File: src/rtl/bgsub_frame_reader.sv
// Frame reader for background subtraction: sweeps both frame memories in lockstep and streams pixel pairs.
// Define BGSUB_DECIMATE_EN for a half-resolution sweep (even columns of even lines only).
module bgsub_frame_reader #(
  parameter int FRAME_W = 160,
  parameter int FRAME_H = 120,
  parameter int ADDR_W  = 15,
  parameter int MEM_LAT = 1
) (
  input  logic              pclk,
  input  logic              reset,
  input  logic              start,
  output logic [ADDR_W-1:0] rd_addr,
  output logic              rd_en,
  input  logic [4:0]        cur_data,
  input  logic [4:0]        ref_data,
  output logic [4:0]        current_frame,
  output logic [4:0]        reference_frame,
  output logic              acc_en,
  input  logic              acc_ready,
  output logic              line_end,
  output logic              frame_end,
  output logic              busy,
  output logic              frame_done
);

`ifdef BGSUB_DECIMATE_EN
  localparam int STEP_I      = 2;
  localparam int LAST_I      = (FRAME_H - 2) * FRAME_W + FRAME_W - 2;
  localparam int WRAP_I      = FRAME_W + 2;
`else
  localparam int STEP_I      = 1;
  localparam int LAST_I      = FRAME_W * FRAME_H - 1;
  localparam int WRAP_I      = 1;
`endif
  localparam logic [ADDR_W-1:0] COL_STEP  = ADDR_W'(STEP_I);
  localparam logic [ADDR_W-1:0] COL_LAST  = ADDR_W'(FRAME_W - STEP_I);
  localparam logic [ADDR_W-1:0] LAST_ADDR = ADDR_W'(LAST_I);
  localparam logic [ADDR_W-1:0] WRAP_INC  = ADDR_W'(WRAP_I);

  typedef enum logic [1:0] {IDLE, READ, DRAIN, DONE} state_t;
  state_t state, state_nxt;

  logic [ADDR_W-1:0]  col;
  logic [MEM_LAT-1:0] pipe_v, pipe_le, pipe_fe;
  logic [11:0]        fifo_mem [4];
  logic [11:0]        head;
  logic [1:0]         wr_ptr, rd_ptr;
  logic [2:0]         count, inflight;
  logic               push, pop, tag_le, tag_fe, credit;

  assign tag_le   = (col == COL_LAST);
  assign tag_fe   = (rd_addr == LAST_ADDR);
  assign inflight = 3'($countones(pipe_v));
  assign push     = pipe_v[MEM_LAT-1];
  assign acc_en   = (count != 3'd0);
  assign pop      = acc_en && acc_ready;
  // Occupancy after this cycle's pop must leave room for every read still in the memory pipe.
  assign credit   = ({1'b0, count} + {1'b0, inflight} - {3'b0, pop}) < 4'd4;

  always_comb begin
    state_nxt  = state;
    rd_en      = 1'b0;
    busy       = 1'b0;
    frame_done = 1'b0;
    case (state)
      IDLE: if (start) state_nxt = READ;
      READ: begin
        busy  = 1'b1;
        rd_en = credit;
        if (rd_en && tag_fe) state_nxt = DRAIN;
      end
      DRAIN: begin
        busy = 1'b1;
        if (inflight == 3'd0 && (count == 3'd0 || (count == 3'd1 && pop))) state_nxt = DONE;
      end
      DONE: begin
        frame_done = 1'b1;
        state_nxt  = IDLE;
      end
      default: state_nxt = IDLE;
    endcase
  end

  always_ff @(posedge pclk or negedge reset) begin
    if (!reset) state <= IDLE;
    else        state <= state_nxt;
  end

  always_ff @(posedge pclk or negedge reset) begin
    if (!reset) begin
      rd_addr <= '0;
      col     <= '0;
    end else if (state == IDLE && start) begin
      rd_addr <= '0;
      col     <= '0;
    end else if (rd_en && !tag_fe) begin
      if (tag_le) begin
        col     <= '0;
        rd_addr <= rd_addr + WRAP_INC;
      end else begin
        col     <= col + COL_STEP;
        rd_addr <= rd_addr + COL_STEP;
      end
    end
  end

  // Tags travel beside the read so they line up with the returning data.
  always_ff @(posedge pclk or negedge reset) begin
    if (!reset) begin
      pipe_v  <= '0;
      pipe_le <= '0;
      pipe_fe <= '0;
    end else begin
      pipe_v  <= MEM_LAT'({pipe_v, rd_en});
      pipe_le <= MEM_LAT'({pipe_le, rd_en && tag_le});
      pipe_fe <= MEM_LAT'({pipe_fe, rd_en && tag_fe});
    end
  end

  always_ff @(posedge pclk or negedge reset) begin
    if (!reset) begin
      wr_ptr <= '0;
      rd_ptr <= '0;
      count  <= '0;
      for (int unsigned i = 0; i < 4; i++) fifo_mem[i] <= '0;
    end else begin
      if (push) begin
        fifo_mem[wr_ptr] <= {cur_data, ref_data, pipe_le[MEM_LAT-1], pipe_fe[MEM_LAT-1]};
        wr_ptr           <= wr_ptr + 2'd1;
      end
      if (pop) rd_ptr <= rd_ptr + 2'd1;
      count <= count + 3'(push) - 3'(pop);
    end
  end

  assign head            = fifo_mem[rd_ptr];
  assign current_frame   = acc_en ? head[11:7] : '0;
  assign reference_frame = acc_en ? head[6:2]  : '0;
  assign line_end        = acc_en && head[1];
  assign frame_end       = acc_en && head[0];

endmodule

File: config.mk
export PLATFORM = sky130hd
export DESIGN_NAME = bgsub_frame_reader
export DESIGN_NICKNAME = d
export VERILOG_FILES = /design/src/rtl/bgsub_frame_reader.sv
export SDC_FILE = /design/constraint.sdc
export NUM_CORES = 1
export LEC_CHECK = 0
export CORE_AREA = 2 2 100 102
export CTS_CLUSTER_DIAMETER = 40
export CTS_CLUSTER_SIZE = 20
export DETAILED_ROUTE_END_ITERATION = 12
export DIE_AREA = 0 0 102 104
export PLACE_DENSITY_LB_ADDON = 0.15
export SYNTH_ARGS = -nofsm -noshare
export SYNTH_HDL_FRONTEND = slang
export SYNTH_SLANG_ARGS = --single-unit
File: constraint.sdc
create_clock -name pclk -period 4.9 [get_ports pclk]
set_input_delay 0.735 -clock pclk [delete_from_list [all_inputs] [get_ports pclk]]
set_output_delay 0.735 -clock pclk [all_outputs]
set_load 0.02 [all_outputs]
==> results of run 1 <==
-- power by group --
group          total, mW  switching (mW)  internal, mW
clock              0.532           0.286         0.246
combinational       1.46           0.709         0.754
sequential          1.21           0.222         0.992
-- how the worst max path moves through the flow --
stage               cells after the start    end      start  slack (ps)
global placement                       12  rd_en  acc_ready         450
finish                                 12  rd_en  acc_ready         320
global route                           12  rd_en  acc_ready         130
CTS                                    12  rd_en  acc_ready         280
detailed placement                     12  rd_en  acc_ready         300
floorplan                              10  rd_en  acc_ready        1490
-- layout make-up --
type                            instances  area (um^2)
Sequential cell                        90         2250
Tap cell                              133          166
Multi-Input combinational cell        267         2200
Timing Repair Buffer                   50          483
Fill cell                             821         4180
Clock inverter                          7         82.6
Inverter                               15         56.3
Clock buffer                            9          124
-- cells by family (layout without fill, tap and decap cells) --
| kind of cell | count (synthesis) | count (layout) |
|---|---|---|
| multiplexers | 62 | 62 |
| adder cells (fa/ha/maj) | 17 | 17 |
| flip-flops | 90 | 90 |
| AO/OA/AOI/OAI | 65 | 65 |
| AND/OR/NAND/NOR | 116 | 116 |
| buffers and inverters | 35 | 81 |
| XOR/XNOR | 7 | 7 |
-- placed cells by master, fill, tap and decap left out, types with 3 or more instances in the layout --
| cell type | count |
|---|---|
| dfrtp_1 | 90 |
| mux2_2 | 48 |
| clkdlybuf4s50_1 | 43 |
| nand2_1 | 26 |
| a21oi_1 | 24 |
| and2_1 | 16 |
| ha_1 | 16 |
| inv_1 | 15 |
| or4_1 | 15 |
| nand3_1 | 13 |
| mux4_2 | 12 |
| nor2_1 | 11 |
| or3_1 | 9 |
| clkbuf_8 | 9 |
| o21ai_0 | 8 |
| o31ai_1 | 7 |
| o21ai_1 | 7 |
| buf_4 | 7 |
| o211ai_1 | 6 |
| xor2_1 | 5 |
| nand4_1 | 5 |
| o41ai_1 | 4 |
| nand3b_1 | 3 |
| nor2b_1 | 3 |
| a31oi_1 | 3 |
| and3_1 | 3 |
-- per-layer routing --
layer	GRT usage	share of wire
met3	0.0464	0.041
met2	0.322	0.50
met5	0	0
met1	0.245	0.45
met4	0.0429	0.011
-- registers in the layout, indices dropped and copies added, names as in the netlist --
signal,flops
fifo_mem,48
col,15
rd_addr,15
count,3
rd_ptr,2
state,2
wr_ptr,2
pipe_fe,1
pipe_le,1
pipe_v,1
-- worst max-delay path: stages --
cell,delay [ps]
clkdlybuf4s50_1,460
and2_1,180
ha_1,240
inv_1,60
ha_1,160
inv_1,60
fa_1,380
xor2_1,280
and4b_1,300
o21ai_0,320
inv_1,110
clkdlybuf4s50_1,550
-- through the flow --
step	instances	hold WS [ps]	power, mW	instance area [um^2]
after global placement	555	483	2.66	5160
after floorplan	392	439	2.21	4610
after global routing	571	379	3.45	5370
after detailed placement	555	490	2.72	5160
final	571	354	3.21	5370
after CTS	571	357	3.26	5370
==> qor.log, run 1 <==
qor: status.outcome complete, no violations
qor: sta.period_minus_ws_final 4580 ps
qor: cts.cts_resized 0
qor: cts.tritoncts yes
qor: finish.post_route_cells_drive_above_1_share 0.203
qor: job.maxCapViolations 0
qor: sta.final.setup.worst_slack 317 ps
qor: pwr.peakVddDrop 0.000258 V
qor: sta.timing.clock.skew 14.9 ps
qor: synth.yosys.area_share.adder 0.0477
qor: sta.post-route-period-util 0.935
qor: sta.hold_viol_final 0
qor: synth.syn-mean-instance-area 11.8 um^2
qor: routing.post-route-drc-count 0
qor: placement.place.detailed.hpwl 6300 um
qor: floorplan.design.portCount 45
qor: floorplan.coreArea 9550 um^2
qor: routing.final_antenna_net_count 0
qor: setup_path.cp_max_fanout 6
qor: sta.maxClockFrequency 218 MHz
qor: cts.htreeDepth 3
qor: finish.area_delta_synth_final 16.4%
qor: synth.post_synth_num_cell_types 46
qor: setup_path.rr_startpoint count[1]
qor: floorplan.dieHeight 104 um
qor: synth.post_synth_and_or_nand_nor_area_fraction 0.147
qor: synth.synth.mux.area_fraction 0.180
qor: routing.dr_total_vias 3225
qor: synth.synth_top_flop_cell dfrtp_1
qor: synth.post_synth_edffs 0
qor: synth.synth_top_family_by_area multiplexers
qor: finish.diodes_inserted 0
qor: setup_path.data_required_time_at_the_worst_endpoint 4160 ps
qor: setup_path.ff2ff_path_depth 14
qor: sta.max_slew_violation_count 0
qor: routing.drc_marker_count_from_the_first_detailed_route_iteration 91
qor: cts.postCtsSetupRepairBufs 0
qor: pwr.power.static_leakage 2.20 nW
qor: cts.post_cts_hold_buffer_count 0
qor: routing.wirelength 9390 um
qor: finish.share_of_the_core_filled_with_cells 0.562
qor: cts.cts_buffers 9
qor: floorplan.initial_core_util 0.483
qor: synth.total_nets_after_synthesis 423
qor: synth.synth.area.top_cells dfrtp_1, mux2_2, mux4_2, ha_1, a21oi_1
qor: routing.dr.pass1.iters 4
qor: synth.synth_top_cells_by_count dfrtp_1, mux2_2, nand2_1
qor: finish.design.final.nets 464
qor: synth.syn_area 4610 um^2
qor: global_routing.grt_remaining_overflow 0
qor: global_routing.number_of_antenna_violations_at_the_first_check_in_global_routing 0
qor: setup_path.reg2reg_setup_slack 1460 ps
qor: placement.dp_worst_setup_slack 298 ps
qor: synth.sequential_cell_area_fraction_in_the_yosys_report 0.488
qor: global_routing.global_route.usage.total 0.190
qor: cts.clock_insertion_delay_worst_skew 360 ps
qor: synth.synthXorXnorAreaFrac 0.0133
qor: setup_path.crit_path_end_kind primary output
qor: cts.cts.root.buffer_cell clkbuf_8
qor: sta.setup_viol 0
qor: cts.clock_path_buffers 2
qor: cts.cts.sinks 90
qor: placement.io_buffer_count 44
qor: routing.wl_per_cell 16.4 um
qor: synth.proportion_of_synthesized_flip_flops_having_asynchronous_set_or_reset 1.00
qor: synth.synth_top_cell_area_share 0.488
qor: global_routing.grt_first_pass_wirelength 15900 um
qor: global_routing.grt_max_degree 50
qor: synth.synth_most_common_cell dfrtp_1
qor: synth.synthDominantAreaCellType dfrtp_1
qor: synth.postSynthCellCount 392
qor: synth.flops_latches_synth 90
qor: sta.grt_setup_unrepaired false
qor: setup_path.arrival 3850 ps
qor: synth.synth.yosys.warnings 0
qor: sta.setup_tns 0 ps
qor: min_path.min_path_type in2async
qor: routing.via_per_inst 5.65
qor: cts.clkTransAtPathRegs 100 ps
qor: global_routing.first_global_vias 3304
qor: pwr.powerDensity 598 nW/um^2
qor: floorplan.num_rows 36
qor: floorplan.die_area 10600 um^2
qor: floorplan.dieWidth 102 um
qor: sta.maxSlewHeadroom 0.408
qor: setup_path.critical_path.startpoint_type primary input
qor: sta.worst-slew-pin-transition 888 ps
qor: synth.synth_compound_gate_area_share 0.0887
qor: placement.routability_congestion_estimate 0.757
qor: setup_path.crit-reg2reg-capture rd_addr[9]
qor: setup_path.setup.worst_path.class in2out
(Power assumes the default switching activity.)
==> inputs of run 2 (changes only) <==
--- a/config.mk
+++ b/config.mk
@@ -6,7 +6,7 @@
 export NUM_CORES = 1
 export LEC_CHECK = 0
 export CORE_AREA = 2 2 100 102
-export CTS_CLUSTER_DIAMETER = 40
+export CTS_CLUSTER_DIAMETER = 50
 export CTS_CLUSTER_SIZE = 20
 export DETAILED_ROUTE_END_ITERATION = 12
 export DIE_AREA = 0 0 102 104
@@ -14,3 +14,4 @@
 export SYNTH_ARGS = -nofsm -noshare
 export SYNTH_HDL_FRONTEND = slang
 export SYNTH_SLANG_ARGS = --single-unit
+export TNS_END_PERCENT = 50
==> results of run 2 <==
Same layout as run 1: the final DEF is identical, and so are final timing and power.
==> inputs of run 3 (changes only) <==
--- a/config.mk
+++ b/config.mk
@@ -11,6 +11,7 @@
 export DETAILED_ROUTE_END_ITERATION = 12
 export DIE_AREA = 0 0 102 104
 export PLACE_DENSITY_LB_ADDON = 0.15
+export RECOVER_POWER = 50
 export SYNTH_ARGS = -nofsm -noshare
 export SYNTH_HDL_FRONTEND = slang
 export SYNTH_SLANG_ARGS = --single-unit
==> run 3 against run 2 <==
Against the previous run:
- the flow now finishes with violations (max-capacitance violations, max-slew violations)
- core utilization down 0.066 points
- global-route usage unchanged
- critical path depth unchanged
- sequential share of layout area about the same
- final cell count did not move
- setup slack lost 45 ps
- worst hold slack improved by 150 ps
- die area unchanged
- clock power about the same
- routed wire length up 0.11%
- critical path type unchanged
==> qor.log, run 3 (synthesis results as in run 1) <==
qor: setup_path.cp_peak_stage_delay 550 ps [about the same]
qor: setup_path.critical_path.startpoint_type primary input
qor: status.failing_checks max-capacitance violations, max-slew violations
qor: routing.wl_per_cell 16.5 um [+0.11%]
qor: pwr.peakVddDrop 0.000258 V [about the same]
qor: global_routing.grt_remaining_overflow 0 [unchanged]
qor: global_routing.grt.met3_usage 0.0464 [unchanged]
qor: finish.multiInputGateArea 2200 um^2 [unchanged]
qor: pwr.power.static_leakage 2.19 nW [-0.22%]
qor: sta.setup_tns 0 ps [unchanged]
qor: routing.final_antenna_net_count 0 [unchanged]
qor: job.maxCapViolations 1 [+1]
qor: setup_path.critical-path-slowest-cell clkdlybuf4s50_1
qor: global_routing.busiest_layer met2
qor: cts.postCtsSetupRepairBufs 0 [unchanged]
qor: routing.post-route-drc-count 0 [unchanged]
qor: cts.clkTransAtPathRegs 90 ps [about the same]
qor: floorplan.dieWidth 102 um [unchanged]
qor: finish.diodes_inserted 0 [unchanged]
qor: sta.setup_viol 0 [unchanged]
qor: floorplan.dieHeight 104 um [unchanged]
qor: routing.drc_marker_count_from_the_first_detailed_route_iteration 90 [-1.1%]
qor: placement.io_buffer_count 44 [unchanged]
qor: global_routing.grt_util_met2 0.322 [unchanged]
qor: floorplan.coreArea 9550 um^2 [unchanged]
qor: finish.layout.cells.most_common dfrtp_1
qor: cts.cts_resized 0 [unchanged]
qor: cts.cts_buffers 9 [unchanged]
qor: cts.htreeDepth 3 [unchanged]
qor: placement.place.detailed.hpwl 6300 um [unchanged]
qor: finish.area_delta_synth_final 16.2%
qor: setup_path.setup.worst_path.class in2out
qor: setup_path.cp_max_fanout 6 [unchanged]
qor: floorplan.initial_core_util 0.483 [unchanged]
qor: sta.grt_setup_unrepaired false
qor: cts.post_cts_hold_buffer_count 0 [unchanged]
qor: global_routing.global_route.usage.total 0.190 [unchanged]
qor: placement.routability_congestion_estimate 0.757 [unchanged]
qor: setup_path.critPathMostFrequentCell inv_1
qor: status.outcome finished, violations left
qor: finish.layout.area.seq 2250 um^2 [unchanged]
qor: sta.post-route-period-util 0.945 [+0.00925]
qor: finish.fill_cells 822 [+0.12%]
qor: setup_path.crit_start acc_ready
qor: global_routing.globalRouteMet1Util 0.245 [unchanged]
qor: routing.dr.pass1.iters 4 [unchanged]
qor: cts.tritoncts yes
qor: routing.wirelength 9400 um [+0.11%]
qor: sta.final.hold.worst_slack 508 ps [+155 ps]
qor: global_routing.number_of_antenna_violations_at_the_first_check_in_global_routing 0 [unchanged]
qor: finish.regMostFlops fifo_mem
qor: setup_path.reg2reg_setup_slack 1430 ps [-30 ps]
qor: placement.dpl_cell_area 5160 um^2 [unchanged]
qor: sta.period_minus_ws_final 4630 ps [+45.3 ps]
qor: cts.clock_insertion_delay_worst_skew 360 ps [about the same]
qor: sta.max_slew_violation_count 43 [+43]
qor: setup_path.data_required_time_at_the_worst_endpoint 4160 ps [about the same]
qor: floorplan.design.portCount 45 [unchanged]
qor: global_routing.first_global_vias 3304 [unchanged]
qor: sta.maxSlewHeadroom -0.521 [-0.929]
qor: cts.clock_path_buffers 2 [unchanged]
qor: finish.largestRegisters fifo_mem x48, col x15, rd_addr x15
qor: setup_path.crit_path_end_kind primary output
qor: finish.post_route_cells_drive_above_1_share 0.201 [-0.00228]
qor: cts.cts.sinks 90 [unchanged]
qor: routing.via_per_inst 5.65 [unchanged]
qor: floorplan.num_rows 36 [unchanged]
qor: placement.dp_worst_setup_slack 298 ps [unchanged]
qor: routing.dr_total_vias 3225 [unchanged]
qor: sta.hold_viol_final 0 [unchanged]
qor: pwr.powerDensity 599 nW/um^2 [+0.12%]
qor: cts.cts.root.buffer_cell clkbuf_8
qor: finish.final_cell_mix dfrtp_1, mux2_2, clkdlybuf4s50_1
qor: setup_path.arrival 3890 ps [+40 ps]
qor: global_routing.grt_first_pass_wirelength 15900 um [unchanged]
qor: sta.timing.clock.skew 14.7 ps [-0.222 ps]
qor: finish.share_of_the_core_filled_with_cells 0.561 [-0.000655]
qor: floorplan.die_area 10600 um^2 [unchanged]
qor: setup_path.rr_startpoint count[1]
qor: min_path.hp-start fifo_mem[4]
qor: min_path.min_path_type reg2reg
qor: global_routing.grt_max_degree 50 [unchanged]
qor: finish.fin_area 5360 um^2 [-0.12%]
qor: finish.design.final.nets 464 [unchanged]
qor: sta.final.setup.worst_slack 272 ps [-45.3 ps]
qor: setup_path.crit_path_cell_trace clkdlybuf4s50_1 > and2_0 > ha_1 > inv_1 > ha_1 > inv_1 > fa_1 > xor2_1 > and4b_1 > o21ai_0 > inv_1 > clkdlybuf4s50_1
qor: sta.maxClockFrequency 216 MHz [-0.98%]
qor: sta.worst-slew-pin-transition 2280 ps [+1390 ps]
qor: finish.largest_register_ff_count 48 [unchanged]
-- run 3: power by group --
part / switching (mW) / total (mW) / internal, mW / leakage [nW]
clock network: 0.286 / 0.532 / 0.246 / 0.104
logic: 0.710 / 1.46 / 0.754 / 0.962
registers: 0.222 / 1.21 / 0.992 / 1.13
-- run 3: path summary, 6_finish.rpt --
path | end | cells past startpoint
min in group asynchronous | fifo_mem[3] | 1
max reg2reg | rd_addr[9] | 14
min reg2reg | fifo_mem[4] | 1
max in group asynchronous | col[7] | 2
min | fifo_mem[4] | 1
max | rd_en | 12
-- run 3: critical path: cells and delay by family --
family	cells	cell delay (ps)
simple gates	2	510
compound gates	1	320
fa+ha+maj	3	800
xor+xnor	1	280
buf+inv	5	1240
-- run 3: layout make-up --
cell class / count / share of cell area
Tap cell: 133 / 0.0310
Clock inverter: 7 / 0.0154
Inverter: 15 / 0.0105
Timing Repair Buffer: 50 / 0.0889
Sequential cell: 90 / 0.420
Multi-Input combinational cell: 267 / 0.411
Clock buffer: 9 / 0.0231
-- run 3: layer usage --
layer	part of all wire	vias to the layer above
met4	0.011	0
met2	0.50	68
met3	0.040	9
met1	0.45	1626
met5	0	-
li1	-	1522
-- run 3: stage by stage --
stage | cells | power [mW]
2_1_floorplan | 392 | 2.21
5_1_grt | 571 | 3.45
4_1_cts | 571 | 3.26
6_report | 571 | 3.21
3_3_place_gp | 555 | 2.66
3_5_place_dp | 555 | 2.72
